File: config.mk
export PLATFORM = sky130hd
export DESIGN_NAME = oport_uart_tx
export DESIGN_NICKNAME = d
export VERILOG_FILES = /design/src/rtl/computer_pkg.sv /design/src/rtl/oport_fifo.sv /design/src/rtl/oport_uart_tx.sv
export SDC_FILE = /design/constraint.sdc
export NUM_CORES = 1
export LEC_CHECK = 0
export ABC_CLOCK_PERIOD_IN_PS = 2940
export BUFFER_PORTS_ARGS = -buffer_cell sky130_fd_sc_hd__buf_4
export CAP_MARGIN = 30
export CELL_PAD_IN_SITES_DETAIL_PLACEMENT = 0
export CELL_PAD_IN_SITES_GLOBAL_PLACEMENT = 2
export CORE_AREA = 2 2 77 79
export CTS_CLUSTER_DIAMETER = 40
export DETAILED_ROUTE_END_ITERATION = 10
export DIE_AREA = 0 0 79 81
export PLACE_DENSITY_LB_ADDON = 0.3
export SLEW_MARGIN = 5
export SYNTH_ARGS = -nofsm -noshare
export SYNTH_HDL_FRONTEND = slang
export SYNTH_SLANG_ARGS = --single-unit
File: constraint.sdc
create_clock -name clk -period 2.94 [get_ports clk]
set_input_delay 0 -clock clk [delete_from_list [all_inputs] [get_ports clk]]
set_output_delay 0 -clock clk [all_outputs]
set_load 0.01 [all_outputs]
File: src/rtl/computer_pkg.sv
// computer_pkg: shared types and constants for the computer's output-port UART stage.
package computer_pkg;
    localparam int UART_DATA_BITS  = 8;
    localparam int UART_FRAME_BITS = 10;
    typedef enum logic [1:0] {IDLE, START, DATA, STOP} tx_state_t;
endpackage

File: src/rtl/oport_fifo.sv
// oport_fifo: synchronous FIFO with extra-MSB pointers for full/empty detection.
module oport_fifo #(
    parameter int WIDTH = 8,
    parameter int DEPTH = 4
) (
    input  logic             clk,
    input  logic             reset,
    input  logic             push,
    input  logic             pop,
    input  logic [WIDTH-1:0] din,
    output logic [WIDTH-1:0] dout,
    output logic             full,
    output logic             empty
);
    localparam int AW = $clog2(DEPTH);
    logic [WIDTH-1:0] r_mem [DEPTH];
    logic [AW:0]      r_wp, r_rp;
    always_ff @(posedge clk or negedge reset) begin
        if (!reset) begin
            r_wp <= '0;
            r_rp <= '0;
        end else begin
            if (push && !full) r_wp <= r_wp + (AW+1)'(1);
            if (pop && !empty) r_rp <= r_rp + (AW+1)'(1);
        end
    end
    always_ff @(posedge clk) begin
        if (push && !full) r_mem[r_wp[AW-1:0]] <= din;
    end
    assign full  = (r_wp[AW] != r_rp[AW]) && (r_wp[AW-1:0] == r_rp[AW-1:0]);
    assign empty = r_wp == r_rp;
    assign dout  = r_mem[r_rp[AW-1:0]];
endmodule

File: src/rtl/oport_uart_tx.sv
// oport_uart_tx: buffers oport writes in a FIFO and sends them as 8N1 UART frames.
module oport_uart_tx
    import computer_pkg::*;
#(
    parameter int CLKS_PER_BIT = 16,
    parameter int FIFO_DEPTH   = 4
) (
    input  logic       clk,
    input  logic       reset,
    input  logic       wr_en,
    input  logic [7:0] wr_data,
    input  logic       ovf_clr,
    output logic       tx,
    output logic       busy,
    output logic       full,
    output logic       overflow
);
    localparam int BW = $clog2(CLKS_PER_BIT);
    localparam int IW = $clog2(UART_DATA_BITS);
    tx_state_t   r_state, w_state_d;
    logic [BW-1:0] r_baud;
    logic [IW-1:0] r_bit;
    logic [7:0]  r_shift, w_shift_d, w_dout;
    logic        r_tx, r_ovf, w_tx_d, w_pop, w_full, w_empty, w_done;

    oport_fifo #(.WIDTH(8), .DEPTH(FIFO_DEPTH)) u_fifo (
        .clk   (clk),
        .reset (reset),
        .push  (wr_en),
        .pop   (w_pop),
        .din   (wr_data),
        .dout  (w_dout),
        .full  (w_full),
        .empty (w_empty)
    );

    assign w_done = r_baud == BW'(CLKS_PER_BIT - 1);

    always_ff @(posedge clk or negedge reset) begin
        if (!reset) begin
            r_state <= IDLE;
            r_baud  <= '0;
            r_bit   <= '0;
            r_shift <= '0;
            r_tx    <= 1'b1;
            r_ovf   <= 1'b0;
        end else begin
            r_state <= w_state_d;
            r_baud  <= (r_state == IDLE || w_done) ? '0 : r_baud + BW'(1);
            r_bit   <= (r_state != DATA) ? '0 : w_done ? r_bit + IW'(1) : r_bit;
            r_shift <= w_shift_d;
            r_tx    <= w_tx_d;
            // a dropped write beats a same-edge clear
            r_ovf   <= (wr_en && w_full) || (r_ovf && !ovf_clr);
        end
    end

    always_comb begin
        w_state_d = r_state;
        w_pop     = 1'b0;
        case (r_state)
            IDLE: if (!w_empty) begin
                w_state_d = START;
                w_pop     = 1'b1;
            end
            START: if (w_done) w_state_d = DATA;
            DATA: if (w_done && r_bit == IW'(UART_DATA_BITS - 1)) w_state_d = STOP;
            STOP: if (w_done) begin
                w_state_d = w_empty ? IDLE : START;
                w_pop     = !w_empty;
            end
            default: w_state_d = IDLE;
        endcase
    end

    // tx is registered from the next state so the line moves on the same edge as the FSM
    always_comb begin
        w_shift_d = w_pop ? w_dout : (r_state == DATA && w_done) ? r_shift >> 1 : r_shift;
        w_tx_d    = (w_state_d == START) ? 1'b0 : (w_state_d == DATA) ? w_shift_d[0] : 1'b1;
    end

    assign tx       = r_tx;
    assign busy     = !w_empty || r_state != IDLE;
    assign full     = w_full;
    assign overflow = r_ovf;
endmodule

==> results.sh <==
export IMPL_synth_top_area_share_pct=37.8
export IMPL_fin_crit_sh_pct=73.0
export IMPL_hp_class="in -> async"
export IMPL_multi_input_area_um2=888
export IMPL_place_ws_ps=802
export IMPL_ff2ff_path_depth=8
export IMPL_avgViaCountPerCell=4.98
export IMPL_power_frac_comb_pct=15.1
export IMPL_pin_count=16
export IMPL_fin_ws_ps=793
export IMPL_status="completed"
export IMPL_synthCells=170
export IMPL_drt_initial_drc_count=48
export IMPL_syn_nets=195
export IMPL_postRouteAntennaNets=0
export IMPL_tightestPinTransition_ps=478
export IMPL_path_clk_slew_ps=70
export IMPL_port_buffers=15
export IMPL_power_density_mw_per_mm2=669
export IMPL_fillers=488
export IMPL_grt_pass1_wl_mm=6.88
export IMPL_ys_ff_latch=57
export IMPL_hold_viol=0
export IMPL_ys_types=37
export IMPL_slew_headroom_pct=67.9
export IMPL_yosys_warnings=0
export IMPL_die_area_mm2=0.00640
export IMPL_die_y_um=81
export IMPL_mostFrequentLayoutCells="32 x edfxtp_1, 24 x dfrtp_1, 18 x nand2_1, 18 x buf_4, 13 x ha_1"
export IMPL_avgSynthCellArea_um2=14.9
export IMPL_worstSkewPairLatency_ps=330
export IMPL_dr_pass1_iters=4
export IMPL_cts_resized=0
export IMPL_pwr_share_seq_pct=50.1
export IMPL_synth_async_reset_ratio_pct=43.9
export IMPL_p_sw_share_pct=26.5
export IMPL_path_max_fanout=18
export IMPL_netlist_area_mm2=0.00254
export IMPL_synth_top_cell_by_area="edfxtp_1"
export IMPL_ir_worst_vdd_uv=676
export IMPL_rsz0062_at_grt="false"
export IMPL_final_layout_size_suffix_gt1_share_pct=21.5
export IMPL_critPathKind="reg -> reg"
export IMPL_place_congestion=0.710
export IMPL_crit_required_ps=3210
export IMPL_dpl_cell_area_mm2=0.00273
export IMPL_fmax_ghz=0.466
export IMPL_p_int_uw=1490
export IMPL_die_w_um=79
export IMPL_timing_rr_end="tx"
export IMPL_setup_violations=0
export IMPL_synthTopCellsByArea="edfxtp_1 38%, dfrtp_1 24%, ha_1 6.4%"
export IMPL_cts_htree_levels=3
export IMPL_p_switching_uw=539
export IMPL_cts_max_path_buffers=2
export IMPL_yosysSeqAreaShare_pct=62.5
export IMPL_utilization_pct=53.5
export IMPL_coreArea_mm2=0.00568
export IMPL_grt_max_degree=26
export IMPL_synth_edf_count=32
export IMPL_wl_per_cell_um=14.8
export IMPL_grt_pass1_vias=1469
export IMPL_maxSlewViolCount=0
export IMPL_fp_row_count=28
export IMPL_initial_core_util_pct=44.8
export IMPL_antenna_found_initial=0
export IMPL_post_cts_buffers=0
export IMPL_vias=1415
export IMPL_finalWirelength_mm=4.20
export IMPL_numClockSinks=57
export IMPL_grt_overflow=0
export IMPL_crit_reg2reg_launch="r_state[0]"
export IMPL_nets=229
export IMPL_critPathCaptureType="flip-flop"
export IMPL_cap_viol_max_count=0
export IMPL_hpwl_mm=2.88
export IMPL_cts_tree="built"
export IMPL_yosys_most_used_dff="edfxtp_1"
export IMPL_cts_root_buf="clkbuf_8"
export IMPL_seq_area_mm2=0.00159
export IMPL_power_leakage_uw=0.00124
export IMPL_areaGrowthSynthToFinish_pct=19.5
export IMPL_grt_usage_pct=15.1
export IMPL_hold_slack_ps=101
export IMPL_fin_setup_tns_ps=0
export IMPL_worstSetupStartpointType="flip-flop"
export IMPL_layout_commonest_cell="edfxtp_1"
export IMPL_r2r_setup_slack_ps=790
export IMPL_arrival_ps=2410
export IMPL_power_frac_clock_pct=34.8
export IMPL_design_area_mm2=0.00304
export IMPL_drc=0
export IMPL_cts_made_buffers=9
export IMPL_fin_worst_skew_ps=9.50
export IMPL_finalCriticalPeriod_ps=2150
export IMPL_antenna_cells=0
## cell usage after synthesis (all sizes together) (2+ instances only)
cell type,count
a311oi,2
mux2,2
nor3,3
dfrtp,24
nand2,18
buf,6
a21oi,2
and2,4
nand3,2
edfxtp,32
nor2,3
ha,13
nand4,3
xnor2,7
mux2i,7
mux4,8
o21ai,10
xor2,2
a2111oi,2
a41oi,2
a31oi,2
inv,7
## cell type report
class                           instances  share of cell area (%)
Tap cell                               75                    3.09
Inverter                                7                   0.865
Clock buffer                            9                    4.08
Multi-Input combinational cell        100                    29.3
Clock inverter                          7                    2.35
Sequential cell                        57                    52.3
Timing Repair Buffer                   29                    8.08
## flip-flops by register name (all words and copies together), names as in the netlist
register      count
overflow          1
r_baud            4
r_bit             3
r_shift           8
r_state           2
tx                1
u_fifo.r_mem     32
u_fifo.r_rp       3
u_fifo.r_wp       3
## layer usage
layer / vias up / track usage [%] / part of all wire [%]
met5: - / 0 / 0
met4: 0 / 9.31 / 2.4
met3: 8 / 5.00 / 3.1
met2: 18 / 24.3 / 50
met1: 684 / 17.7 / 44
li1: 705 / - / -
## power groups by stage
stage / combinational (µW) / sequential [µW] / clock, µW
final: 306 / 1020 / 708
after global routing: 348 / 1030 / 767
after CTS: 314 / 1020 / 724
after detailed placement: 296 / 1030 / 0
after global placement: 284 / 1030 / 0
after floorplan: 190 / 1020 / 0
## through the flow
step                      cells  total power (µW)
after floorplan             170              1210
after global placement      257              1310
after detailed placement    257              1330
after CTS                   284              2060
after global routing        284              2140
final                       284              2030
## worst max-delay path by stage
stage	slack (ps)	depth (start not counted)	end	startpoint
final	790	8	tx	r_state[0]
after global routing	610	8	tx	r_state[1]
after CTS	790	8	tx	r_state[0]
after detailed placement	800	8	tx	r_state[0]
after global placement	900	8	tx	r_state[0]
after floorplan	1100	7	tx	r_state[0]
## cells by family (layout without fill, tap and decap cells)
logic type,count (synthesis),count (layout),share of synthesized area (%)
muxes,17,17,11.0
DFF,57,57,62.5
adders and majority gates,13,13,6.40
AOI/OAI and AO/OA,26,26,7.53
buffers and inverters,13,52,2.56
xor gates and xnor gates,9,9,3.40
and+or+nand+nor,35,35,6.60
## critical path: stages, from the launching register on
cell	delay [ps]
dfrtp_1	440
inv_1	120
ha_1	280
a41oi_1	110
a311oi_4	290
buf_4	250
mux2i_1	290
nand4_1	130
o211a_1	170
## what timing repair did
| action | CTS | global route |
|---|---|---|
| hold buffers | 11 | 0 |
| endpoints found under the setup margin | 0 | 0 |
| hold endpoints to repair | 58 | 0 |
No activity file was read; power rests on OpenSTA's default activity.
